## config.mk

```make
export PLATFORM = sky130hd
export DESIGN_NAME = rf_wb_arbiter
export DESIGN_NICKNAME = d
export VERILOG_FILES = /design/src/rtl/rf_wb_arbiter.sv
export SDC_FILE = /design/constraint.sdc
export NUM_CORES = 1
export LEC_CHECK = 0
export CORE_UTILIZATION = 30
export CTS_CLUSTER_SIZE = 10
export DETAILED_ROUTE_END_ITERATION = 16
export PLACE_DENSITY = 0.66
export SLEW_MARGIN = 15
export SYNTH_ARGS = -nofsm -noshare
export SYNTH_HDL_FRONTEND = slang
export SYNTH_SLANG_ARGS = --single-unit
```

## constraint.sdc

```tcl
create_clock -name clk -period 6.34 [get_ports clk]
set_input_delay 0.634 -clock clk [delete_from_list [all_inputs] [get_ports clk]]
set_output_delay 0.634 -clock clk [all_outputs]
set_load 0.02 [all_outputs]
```

## src/rtl/rf_wb_arbiter.sv

```systemverilog
// rtl/rf_wb_arbiter.sv - round-robin write-back arbiter for the register file write port
module rf_wb_arbiter #(
  parameter int REG_WIDTH = 16,
  parameter int REG_DEPTH = 8
) (
  input  logic                 clk,
  input  logic                 rst,
  input  logic                 gen_valid,
  output logic                 gen_ready,
  input  logic [2:0]           gen_reg,
  input  logic [REG_WIDTH-1:0] gen_data,
  input  logic                 lbi_valid,
  output logic                 lbi_ready,
  input  logic [2:0]           lbi_reg,
  input  logic [7:0]           lbi_imm,
  input  logic                 link_valid,
  output logic                 link_ready,
  input  logic [REG_WIDTH-1:0] link_pc,
  input  logic                 wb_stall,
  output logic                 wr_en,
  output logic [2:0]           wr_sel,
  output logic [REG_WIDTH-1:0] wr_data,
  output logic [1:0]           grant_id,
  input  logic [2:0]           rd1_sel,
  input  logic [2:0]           rd2_sel,
  output logic                 rd1_pending,
  output logic                 rd2_pending
);

  // Source encodings double as grant_id values and last-grant pointer values
  localparam logic [1:0] SRC_NONE = 2'b00;
  localparam logic [1:0] SRC_GEN  = 2'b01;
  localparam logic [1:0] SRC_LBI  = 2'b10;
  localparam logic [1:0] SRC_LINK = 2'b11;

  // Link writes always land in the top register (R7)
  localparam logic [2:0] LINK_REG = 3'(REG_DEPTH - 1);

  logic [1:0] last_ptr;
  logic [1:0] gnt;

  // Round-robin search starting just after the most recent winner
  always_comb begin
    gnt = SRC_NONE;
    if (!rst && !wb_stall) begin
      case (last_ptr)
        SRC_GEN: begin
          if (lbi_valid)       gnt = SRC_LBI;
          else if (link_valid) gnt = SRC_LINK;
          else if (gen_valid)  gnt = SRC_GEN;
        end
        SRC_LBI: begin
          if (link_valid)      gnt = SRC_LINK;
          else if (gen_valid)  gnt = SRC_GEN;
          else if (lbi_valid)  gnt = SRC_LBI;
        end
        default: begin
          if (gen_valid)       gnt = SRC_GEN;
          else if (lbi_valid)  gnt = SRC_LBI;
          else if (link_valid) gnt = SRC_LINK;
        end
      endcase
    end
  end

  // One-hot readies straight from the grant decision
  always_comb begin
    gen_ready  = (gnt == SRC_GEN);
    lbi_ready  = (gnt == SRC_LBI);
    link_ready = (gnt == SRC_LINK);
  end

  // Output stage: register the winning write; sel/data hold when idle
  always_ff @(posedge clk) begin
    if (rst) begin
      wr_en    <= 1'b0;
      wr_sel   <= 3'd0;
      wr_data  <= '0;
      grant_id <= SRC_NONE;
      last_ptr <= SRC_LINK;
    end else begin
      wr_en    <= (gnt != SRC_NONE);
      grant_id <= gnt;
      if (gnt != SRC_NONE) begin
        last_ptr <= gnt;
      end
      case (gnt)
        SRC_GEN: begin
          wr_sel  <= gen_reg;
          wr_data <= gen_data;
        end
        SRC_LBI: begin
          wr_sel  <= lbi_reg;
          wr_data <= {{(REG_WIDTH-8){lbi_imm[7]}}, lbi_imm};
        end
        SRC_LINK: begin
          wr_sel  <= LINK_REG;
          wr_data <= link_pc + REG_WIDTH'(2);
        end
        default: ;
      endcase
    end
  end

  // Read-after-write hazard flags against the write in the output stage
  always_comb begin
    rd1_pending = wr_en && (wr_sel == rd1_sel);
    rd2_pending = wr_en && (wr_sel == rd2_sel);
  end

endmodule

```

After elaboration in Yosys (flattened, before gate mapping)
Cells that the tools add are included.

Add/sub/neg operators: 1. Equality and inequality tests: 7. Muxes and demuxes: 13. Reduce and logical (&&, ||, !) cells: 7.

Operators with widths (count): 16-bit one-hot mux with 3 select lines (1); 2-bit two-way mux (9); 16-bit by 2-bit adder with 16-bit output, second input constant (1); 3-bit one-hot mux with 3 select lines (1); 2-bit equality test, second input constant (3); 3-bit equality test (2); 2-bit by 1-bit equality test with 1-bit output, second input constant (2); 2-bit one-hot mux with 2 select lines (1); 1-bit logical AND (3); 3-bit nonzero test (1); 1-bit logical NOT (2); 2-bit nonzero test (1); 1-bit two-way mux (1).

Flip-flop bits (word level): 24. Output and inout bits: 27. Logic and storage cells: 33.

Depth between registers and ports, before layout
Gate-level depths: netlist of run 1.

Depth in word-level cells: 7. Depth in mapped cells: 9. Gate-level depth less buffers: 8.

Least setup slack after synthesis of run 1
OpenSTA, ideal clock, no wires.

Path type: input to output. Start: input port rst. End: output port lbi_ready. Arrival: 1.939 ns. Setup slack: 3.767 ns. Stages: 5. Path through: buf_6 or2_1 a2111o_1 clkbuf_1 nor2_1.

Cells in the longest elaborated chain, start to end: 4.

Ends and longest elaborated chain: start, declared (RTL line 7) `input logic rst,`; 1-bit logical NOT (RTL line 45) `if (!rst && !wb_stall) begin`; 1-bit logical AND (RTL line 45); 2-bit two-way mux (RTL line 45); 2-bit equality test (RTL line 69) `lbi_ready = (gnt == SRC_LBI);`; end, declared (RTL line 13) `output logic lbi_ready,`.

No other way between the ends.

Worst setup path after layout of run 1
Start: input port rst. End: output port gen_ready.

Cells in the longest elaborated chain, start to end: 4.

Ends and longest elaborated chain: 1-bit logical NOT (RTL line 45); 1-bit logical AND (RTL line 45); 2-bit two-way mux (RTL line 45); 2-bit by 1-bit equality test with 1-bit output (RTL line 68) `gen_ready = (gnt == SRC_GEN);`; end, declared (RTL line 9) `output logic gen_ready,`.

No other way between the ends.

==> results.json, run 1 <==
{
  "drive_above_1_share_pct": 4.87,
  "synth_area_leaders": "sky130_fd_sc_hd__dfxtp_1, sky130_fd_sc_hd__xor2_1, sky130_fd_sc_hd__nand2_1",
  "min_period_over_period_pct": 66.9,
  "ff2ff_setup_slack_ps": 3460,
  "cts.hold.buffers_added": 0,
  "htree_num_levels": 1,
  "grt_pass1_vias": 1465,
  "postRouteWirelength_mm": 4.31,
  "post-synth-top-area-fraction_pct": 31.5,
  "grt_first_pass_wirelength_mm": 6.69,
  "synth-seq-area-share_pct": 31.5,
  "hp-start": "last_ptr[1]",
  "synth-edff-count": 0,
  "transition_time_at_the_pin_with_the_least_slew_margin_ps": 948,
  "power.ir.vdd_worst_v": 0.0000735,
  "total_vias_in_the_final_route": 1605,
  "number_of_drc_violations_after_detailed_routing": 0,
  "postSynth.asyncResetShare_pct": 0,
  "post_drt_via_cell_ratio": 4.81,
  "layout.nets": 329,
  "timing.final.setup_violations": 0,
  "antenna_left": 0,
  "cts.path.max_buffers": 2,
  "timing.critical_path.from_type": "primary input",
  "clock_sink_count": 24,
  "syn_nets": 250,
  "insertion_delay_ps": 270,
  "tritoncts.num_buffers": 3,
  "yosysMostFrequentCell": "sky130_fd_sc_hd__nand2_1",
  "timing_hold_violations_final": 0,
  "die_height_um": 73.3,
  "main_flop_type_after_synthesis": "sky130_fd_sc_hd__dfxtp_1",
  "grt_start_max_net_pins": 36,
  "die_w_um": 73.3,
  "synth.area.mux_share_pct": 4.11,
  "tritoncts_clock_tree": "yes",
  "syn_area_per_cell_sq_um": 8.06,
  "wl_per_cell_um": 12.9,
  "synth_compound_area_share_pct": 21.8,
  "status": "completed",
  "max_clock_freq_ghz": 0.236,
  "timing.clock.skew_ps": 5.03,
  "depth_of_the_worst_register_to_register_path": 8,
  "drt_first_iter_violations": 76,
  "numPortBuffers": 84,
  "relSlewSlack_pct": 36.8,
  "finalCriticalPeriod_ps": 4240,
  "synthCells": 189,
  "synth_simple_gate_area_share_pct": 23.6,
  "maxCapViolations": 0,
  "overall_track_demand_over_capacity_in_global_routing_pct": 15.9,
  "syn2layout_area_growth_pct": 60.7,
  "core_sq_um": 4820,
  "total_power_mw": 0.427,
  "detailed_placer_s_ending_hpwl_mm": 3.33,
  "end_point_of_the_most_critical_hold_path": "last_ptr[1]",
  "insertedDiodeCount": 0,
  "finalSetupTns_ps": 0,
  "setup_repair_after_global_routing_missed_its_margin": "no",
  "floorplan.initialDensity_pct": 31.6,
  "combinational_family_with_the_most_area_after_synthesis": "simple AND/OR/NAND/NOR gates",
  "crit-reg2reg-capture": "wr_sel[1]",
  "hold-path-cell-count": 1,
  "required_ps": 5710,
  "critPathKind": "in -> out",
  "cts_root_buffer": "sky130_fd_sc_hd__clkbuf_8",
  "post_synth_fa_ha_maj_area_fraction_pct": 2.46,
  "postCtsSetupBuffers": 0,
  "cts-resized-gates": 0,
  "r2r-start": "last_ptr[0]",
  "clkTransAtPathRegs_ps": 90,
  "yosys_register_bits": 24,
  "timing.hold.worst.class": "reg -> reg",
  "routabilityCongestion": 0.787,
  "timing.final.ws_setup_ps": 2100,
  "ys_top_cells_by_count": "sky130_fd_sc_hd__nand2_1, sky130_fd_sc_hd__dfxtp_1, sky130_fd_sc_hd__nor2_1, sky130_fd_sc_hd__o21ai_0, sky130_fd_sc_hd__xor2_1",
  "critical_path_peak_fanout": 35,
  "std_cell_rows": 25,
  "worst_setup_path_end_kind": "primary output",
  "power.density_nw_per_um2": 174,
  "design.die.area_sq_um": 5370,
  "dr.pass1.iters": 4,
  "synth_largest_area_cell": "sky130_fd_sc_hd__dfxtp_1",
  "grt_overflow_total": 0,
  "pre_cts_ws_ps": 2100,
  "ios": 85,
  "total_of_warnings_raised_by_yosys": 0,
  "slew_violations": 0,
  "antenna_found_initial": 0,
  "total_leakage_power_nw": 0.895,
  "yosysUniqueCellTypes": 41,
  "synthesis.area_sq_um": 1520,
  "cp_data_arrival_time_ps": 3610,
  "synth_xor_xnor_area_share_pct": 10.3
}
## metal layers
metal,global-route usage [%],vias to the layer above,routed length (um)
met1,21.7,713,2040
met2,25.9,60,1950
met4,3.92,0,38
met3,2.88,5,276
li1,-,827,-
met5,0,-,0
## kinds of logic (layout without fill, tap and decap cells)
kind of cell    Yosys count  in the layout
mux                       5              5
buf+inv                  17             95
fa+ha+maj                 3              3
flops                    24             24
compound gates           45             45
xor+xnor                 18             18
simple gates             77             77
## area by class of cell
type	instances	area [sq um]
Fill cell	489	2370
Tap cell	67	83.8
Multi-Input combinational cell	148	962
Inverter	7	26.3
Clock buffer	4	55.1
Sequential cell	24	480
Timing Repair Buffer	84	841
## flip-flops by register name (all words and copies together) (netlist names)
name,cells
wr_sel,3
wr_en,1
grant_id,2
wr_data,16
last_ptr,2
## cells in the final DEF (no fill, tap or decap), types with 4 or more instances in the layout
cell type	count
sky130_fd_sc_hd__xor2_1	14
sky130_fd_sc_hd__a31oi_1	4
sky130_fd_sc_hd__a211oi_1	6
sky130_fd_sc_hd__mux2i_1	4
sky130_fd_sc_hd__clkbuf_8	4
sky130_fd_sc_hd__a311oi_1	5
sky130_fd_sc_hd__clkdlybuf4s50_1	84
sky130_fd_sc_hd__xnor2_1	4
sky130_fd_sc_hd__nor3_1	8
sky130_fd_sc_hd__nand2_1	32
sky130_fd_sc_hd__nand3_1	7
sky130_fd_sc_hd__inv_1	5
sky130_fd_sc_hd__dfxtp_1	24
sky130_fd_sc_hd__o21ai_0	14
sky130_fd_sc_hd__nor2_1	15
## worst max-delay path by stage
stage / from / end / slack (ps) / depth (start not counted)
3_3_place_gp: rst / gen_ready / 2150 / 7
5_1_grt: rst / gen_ready / 1790 / 7
2_1_floorplan: rst / lbi_ready / 3770 / 5
4_1_cts: rst / gen_ready / 2090 / 7
6_report: rst / gen_ready / 2100 / 7
3_5_place_dp: rst / gen_ready / 2100 / 7
## power by group
group / internal (mW) / leakage, nW / switching [mW]
clock: 0.0555 / 0.0288 / 0.0507
combinational: 0.0790 / 0.669 / 0.0682
sequential: 0.165 / 0.197 / 0.00862
total: 0.299 / 0.895 / 0.128
## per-stage QoR
step                utilization [%]  instances  hold WS, ps  instance area, sq um
floorplan                         -        189          453                  1520
global placement               49.7        330          470                  2390
detailed placement             49.7        330          480                  2390
CTS                            50.8        334          500                  2450
global route                   50.8        334          509                  2450
finish                         50.8        334          496                  2450
## critical path, cell delays in order
cell                              delay, ps
sky130_fd_sc_hd__clkdlybuf4s50_1        790
sky130_fd_sc_hd__nor2_1                 340
sky130_fd_sc_hd__o221ai_4               410
sky130_fd_sc_hd__inv_2                  490
sky130_fd_sc_hd__nand2_1                220
sky130_fd_sc_hd__inv_1                  110
sky130_fd_sc_hd__clkdlybuf4s50_1        600
Power figures use the tool's default switching activity.
==> run 2: changes to the inputs <==
==> constraint.sdc (replaced) <==
create_clock -name clk -period 4 [get_ports clk]
set_input_delay 0.4 -clock clk [delete_from_list [all_inputs] [get_ports clk]]
set_output_delay 0.4 -clock clk [all_outputs]
set_load 0.02 [all_outputs]
==> run 2 against run 1 <==
  * Critical path depth did not move
  * Combinational power up 61%
  * Die area stayed put
  * Via count is 1.7% higher
  * Clock power grew 100%
  * Critical path type is now reg -> out
  * Cell count rose by 0.60%
==> results.json, run 2 (same netlist as run 1, synthesis figures left out) <==
{
  "critPathKind": "reg -> out",
  "insertion_delay_ps": 270,
  "cts.path.max_buffers": 2,
  "numPortBuffers": 84,
  "most_common_library_cell_in_the_layout_ignoring_fill_and_taps": "sky130_fd_sc_hd__clkdlybuf4s50_1",
  "required_ps": 3600,
  "critical_path_buf_inv_count": 3,
  "design.die.area_sq_um": 5370,
  "postRouteWirelength_mm": 4.44,
  "finalSetupTns_ps": 0,
  "routabilityCongestion": 0.786,
  "pre_cts_ws_ps": 868,
  "timing_hold_violations_final": 0,
  "grt_first_pass_wirelength_mm": 7.01,
  "grt_start_max_net_pins": 35,
  "final_core_utilization_pct": 51.5,
  "tritoncts_clock_tree": "yes",
  "overall_track_demand_over_capacity_in_global_routing_pct": 16.7,
  "wl_per_cell_um": 13.2,
  "dr.pass1.iters": 4,
  "regArea_sq_um": 480,
  "flip_flop_count_of_the_largest_register_all_copies_and_words_added": 16,
  "antenna_found_initial": 0,
  "floorplan.initialDensity_pct": 31.6,
  "drt_first_iter_violations": 91,
  "cts_root_buffer": "sky130_fd_sc_hd__clkbuf_8",
  "syn2layout_area_growth_pct": 62.7,
  "grt_overflow_total": 0,
  "total_power_mw": 0.724,
  "area_used_by_multi_input_combinational_logic_sq_um": 962,
  "number_of_drc_violations_after_detailed_routing": 0,
  "highest_cell_delay_on_the_worst_timing_path_ps": 690,
  "power.ir.vdd_worst_v": 0.000122,
  "die_height_um": 73.3,
  "setup_repair_after_global_routing_missed_its_margin": "no",
  "post_drt_via_cell_ratio": 4.86,
  "path_delay_family": "buffers and inverters",
  "timing.critical_path.mode_cell": "sky130_fd_sc_hd__inv_1",
  "cp_slowest_cell": "sky130_fd_sc_hd__a2111o_1",
  "reg_top3": "wr_data x16, wr_sel x3",
  "fin_cells": 336,
  "mostFrequentLayoutCells": "sky130_fd_sc_hd__clkdlybuf4s50_1, sky130_fd_sc_hd__nand2_1, sky130_fd_sc_hd__dfxtp_1",
  "slew_violations": 0,
  "relSlewSlack_pct": 42.7,
  "final.fill_count": 515,
  "transition_time_at_the_pin_with_the_least_slew_margin_ps": 860,
  "htree_num_levels": 1,
  "timing.critical_path.from_type": "flop",
  "largest-register": "wr_data",
  "min_period_over_period_pct": 82.9,
  "dp_cells": 332,
  "timing.final.ws_setup_ps": 685,
  "grt_pass1_vias": 1465,
  "max_clock_freq_ghz": 0.302,
  "cts-resized-gates": 0,
  "tritoncts.num_buffers": 3,
  "maxCapViolations": 0,
  "total_leakage_power_nw": 0.911,
  "final_hold_slack_ps": 502,
  "std_cell_rows": 25,
  "clkTransAtPathRegs_ps": 90,
  "cts.hold.buffers_added": 0,
  "total_vias_in_the_final_route": 1632,
  "critical_path_peak_fanout": 25,
  "antenna_left": 0,
  "detailed_placer_s_ending_hpwl_mm": 3.35,
  "power.density_nw_per_um2": 292,
  "placement.cell_area_sq_um": 2410,
  "layout.nets": 331,
  "drive_above_1_share_pct": 5.58,
  "postCtsSetupBuffers": 0,
  "insertedDiodeCount": 0,
  "finalCriticalPeriod_ps": 3320,
  "timing.final.setup_violations": 0,
  "cp_data_arrival_time_ps": 2920,
  "die_w_um": 73.3,
  "timing.clock.skew_ps": 8.06,
  "worst_setup_path_end_kind": "primary output",
  "crit_path_cell_trace": "inv_1, ha_1, nor3_1, a2111o_1, nand2_1, inv_1, clkdlybuf4s50_1",
  "clock_sink_count": 24,
  "design_area_sq_um": 2480,
  "ios": 85,
  "core_sq_um": 4820,
  "status": "completed",
  "timing.hold.worst.class": "reg -> reg"
}
[run 2: power breakdown]
part           switching, mW  leakage, nW  internal, mW
Clock                 0.0788       0.0357         0.134
Sequential            0.0141        0.197         0.261
Combinational          0.110        0.679         0.126
Total                  0.203        0.911         0.521
[run 2: worst register-to-register path, cell delays in order, from the launching register on]
cell and delay (ps):
sky130_fd_sc_hd__dfxtp_1 350, sky130_fd_sc_hd__inv_1 60, sky130_fd_sc_hd__ha_1 330, sky130_fd_sc_hd__o21bai_1 160, sky130_fd_sc_hd__a2111o_1 760, sky130_fd_sc_hd__inv_2 360, sky130_fd_sc_hd__mux4_2 550, sky130_fd_sc_hd__and2b_1 160
[run 2: cell type report]
type / count / share of cell area [%]
Tap cell: 67 / 3.38
Clock inverter: 1 / 1.21
Inverter: 7 / 1.06
Clock buffer: 3 / 1.66
Timing Repair Buffer: 86 / 34.5
Multi-Input combinational cell: 148 / 38.8
Sequential cell: 24 / 19.4
[run 2: final timing paths]
path	start	end	slack [ps]	cells past startpoint
max	last_ptr[0]	gen_ready	680	7
min	wr_data[4]	wr_data[4]	500	2
max reg2reg	last_ptr[0]	wr_data[0]	1170	7
min reg2reg	wr_data[4]	wr_data[4]	500	2
[run 2: layer usage]
| metal | vias to the layer above | GRT usage [%] | wire [um] |
|---|---|---|---|
| met5 | - | 0 | 0 |
| met4 | 0 | 3.92 | 34 |
| met3 | 4 | 3.16 | 296 |
| met2 | 59 | 26.4 | 1970 |
| met1 | 741 | 23.4 | 2140 |
| li1 | 828 | - | - |
==> run 3: changes to the inputs <==
--- a/config.mk
+++ b/config.mk
@@ -8,7 +8,7 @@
 export CORE_UTILIZATION = 30
 export CTS_CLUSTER_SIZE = 10
 export DETAILED_ROUTE_END_ITERATION = 16
-export PLACE_DENSITY = 0.66
+export PLACE_DENSITY = 0.69
 export SLEW_MARGIN = 15
 export SYNTH_ARGS = -nofsm -noshare
 export SYNTH_HDL_FRONTEND = slang
==> constraint.sdc (replaced) <==
create_clock -name clk -period 2.85 [get_ports clk]
set_input_delay 0.285 -clock clk [delete_from_list [all_inputs] [get_ports clk]]
set_output_delay 0.285 -clock clk [all_outputs]
set_load 0.02 [all_outputs]
==> run 3 against run 2 <==
  * Clock-buffer cell count did not move
  * Sequential power increased by 40%
  * Cell count grew 1.2%
  * Critical path depth is 1 higher
  * Hold slack worse by 1.1 ps
  * Non-clock buffer count is 4 higher
  * First-iteration DRC count decreased by 42%
  * Combinational power rose by 40%
  * Critical endpoint unchanged
  * Register-to-register slack lost 780 ps
  * Power grew 41%
  * Highest routed layer unchanged
  * Via count increased by 1.2%
  * Clock power increased by 44%
==> results.json, run 3 (same netlist as run 1, synthesis figures left out) <==
{
  "wl_per_cell_um": 13.0,
  "max_clock_freq_ghz": 0.371,
  "slew_violations": 0,
  "final_hold_slack_ps": 501,
  "cp_slowest_cell": "sky130_fd_sc_hd__clkdlybuf4s50_1",
  "layout.nets": 335,
  "grt_first_pass_wirelength_mm": 7.33,
  "regArea_sq_um": 480,
  "detail_route.wirelength.met1_mm": 2.02,
  "mostFrequentLayoutCells": "sky130_fd_sc_hd__clkdlybuf4s50_1, sky130_fd_sc_hd__nand2_1, sky130_fd_sc_hd__dfxtp_1",
  "cts_root_buffer": "sky130_fd_sc_hd__clkbuf_8",
  "ios": 85,
  "postCtsSetupBuffers": 0,
  "insertion_delay_ps": 270,
  "top_layer": "met4",
  "placement.cell_area_sq_um": 2430,
  "reg_top3": "wr_data x16, wr_sel x3",
  "design_area_sq_um": 2510,
  "final.fill_count": 480,
  "critical_path_peak_fanout": 9,
  "total_leakage_power_nw": 0.966,
  "cts.hold.buffers_added": 0,
  "cts.path.max_buffers": 2,
  "min_period_over_period_pct": 94.7,
  "design.die.area_sq_um": 5370,
  "clock_sink_count": 24,
  "timing.clock.skew_ps": 2.01,
  "flip_flop_count_of_the_largest_register_all_copies_and_words_added": 16,
  "die_w_um": 73.3,
  "transition_time_at_the_pin_with_the_least_slew_margin_ps": 316,
  "total_vias_in_the_final_route": 1651,
  "largest-register": "wr_data",
  "crit_path_cell_trace": "inv_1, ha_1, or2_1, o221ai_2, inv_2, nand2_2, inv_1, clkdlybuf4s50_1",
  "status": "completed",
  "tritoncts.num_buffers": 3,
  "fin_cells": 340,
  "power.density_nw_per_um2": 408,
  "maxCapViolations": 0,
  "depth_of_the_worst_register_to_register_path": 8,
  "timing_hold_violations_final": 0,
  "postRouteWirelength_mm": 4.43,
  "floorplan.initialDensity_pct": 31.6,
  "std_cell_rows": 25,
  "met2_wirelength_mm": 2.10,
  "met3_wirelength_from_detailed_routing_um": 294,
  "post_drt_via_cell_ratio": 4.86,
  "clkTransAtPathRegs_ps": 90,
  "timing.critical_path.from_type": "flop",
  "core_sq_um": 4820,
  "hold-path-cell-count": 2,
  "most_common_library_cell_in_the_layout_ignoring_fill_and_taps": "sky130_fd_sc_hd__clkdlybuf4s50_1",
  "timing.final.setup_violations": 0,
  "area_used_by_multi_input_combinational_logic_sq_um": 953,
  "antenna_found_initial": 0,
  "finalSetupTns_ps": 0,
  "cts-resized-gates": 0,
  "timing.critical_path.mode_cell": "sky130_fd_sc_hd__inv_1",
  "setup_repair_after_global_routing_missed_its_margin": "no",
  "timing.hold.worst.class": "reg -> reg",
  "worst_setup_path_end_kind": "primary output",
  "ff2ff_setup_slack_ps": 390,
  "required_ps": 2570,
  "drt_first_iter_violations": 53,
  "crit-reg2reg-capture": "wr_data[0]",
  "end_point_of_the_most_critical_hold_path": "wr_data[7]",
  "critical_path_buf_inv_count": 4,
  "numPortBuffers": 84,
  "critPathKind": "reg -> out",
  "relSlewSlack_pct": 78.7,
  "routabilityCongestion": 0.758,
  "grt_overflow_total": 0,
  "antenna_left": 0,
  "grt_start_max_net_pins": 34,
  "total_power_mw": 1.02,
  "die_height_um": 73.3,
  "drive_above_1_share_pct": 7.33,
  "grt_pass1_vias": 1620,
  "hp-start": "wr_data[7]",
  "number_of_drc_violations_after_detailed_routing": 0,
  "power.ir.vdd_worst_v": 0.000208,
  "finalCriticalPeriod_ps": 2700,
  "path_delay_family": "buffers and inverters",
  "insertedDiodeCount": 0,
  "dr.pass1.iters": 4,
  "r2r-start": "last_ptr[0]",
  "cp_data_arrival_time_ps": 2410,
  "htree_num_levels": 1,
  "syn2layout_area_growth_pct": 64.4,
  "tritoncts_clock_tree": "yes",
  "overall_track_demand_over_capacity_in_global_routing_pct": 17.5,
  "detailed_placer_s_ending_hpwl_mm": 3.50,
  "highest_cell_delay_on_the_worst_timing_path_ps": 530,
  "dp_cells": 336
}
-- run 3: power breakdown --
part           switching (mW)  internal [mW]  total (mW)  leakage [nW]
combinational           0.151          0.180       0.331         0.733
sequential             0.0197          0.366       0.386         0.197
clock                   0.118          0.188       0.306        0.0357
total                   0.288          0.735        1.02         0.966
-- run 3: cell type report --
class                   count  area share, %
clock buffers               3           1.65
flip-flops and latches     24           19.2
inverters                   7           1.05
clock inverters             1           1.20
multi-input cells         148           38.0
repair buffers             90           35.5
well taps                  67           3.34
-- run 3: metal layers --
metal  up-vias  GRT usage, %
met5         -             0
met4         0          2.61
met3         2          3.43
met2        62          30.5
met1       750          22.7
li1        837             -
-- run 3: metrics by stage --
stage,utilization [%],worst slack [ps]
floorplan,-,670
global placement,50.4,357
detailed placement,50.4,327
CTS,51.9,40.2
global route,52.0,29.0
finish,52.0,152
-- run 3: worst register-to-register path, delay by kind of cell, from the launching register on --
family / cells / cell delay (ps)
and+or+nand+nor: 1 / 160
buffers and inverters: 3 / 390
muxes: 1 / 470
AOI/OAI and AO/OA: 2 / 670
DFF: 1 / 350
adders and majority gates: 1 / 330
-- run 3: worst max path at each step --
stage	slack, ps	startpoint	cells past startpoint	endpoint
2_1_floorplan	670	last_ptr[0]	7	wr_data[0]
3_3_place_gp	360	rst	6	gen_ready
3_5_place_dp	330	link_valid	7	gen_ready
4_1_cts	40	last_ptr[0]	7	gen_ready
5_1_grt	30	last_ptr[0]	7	gen_ready
6_report	150	last_ptr[0]	8	gen_ready
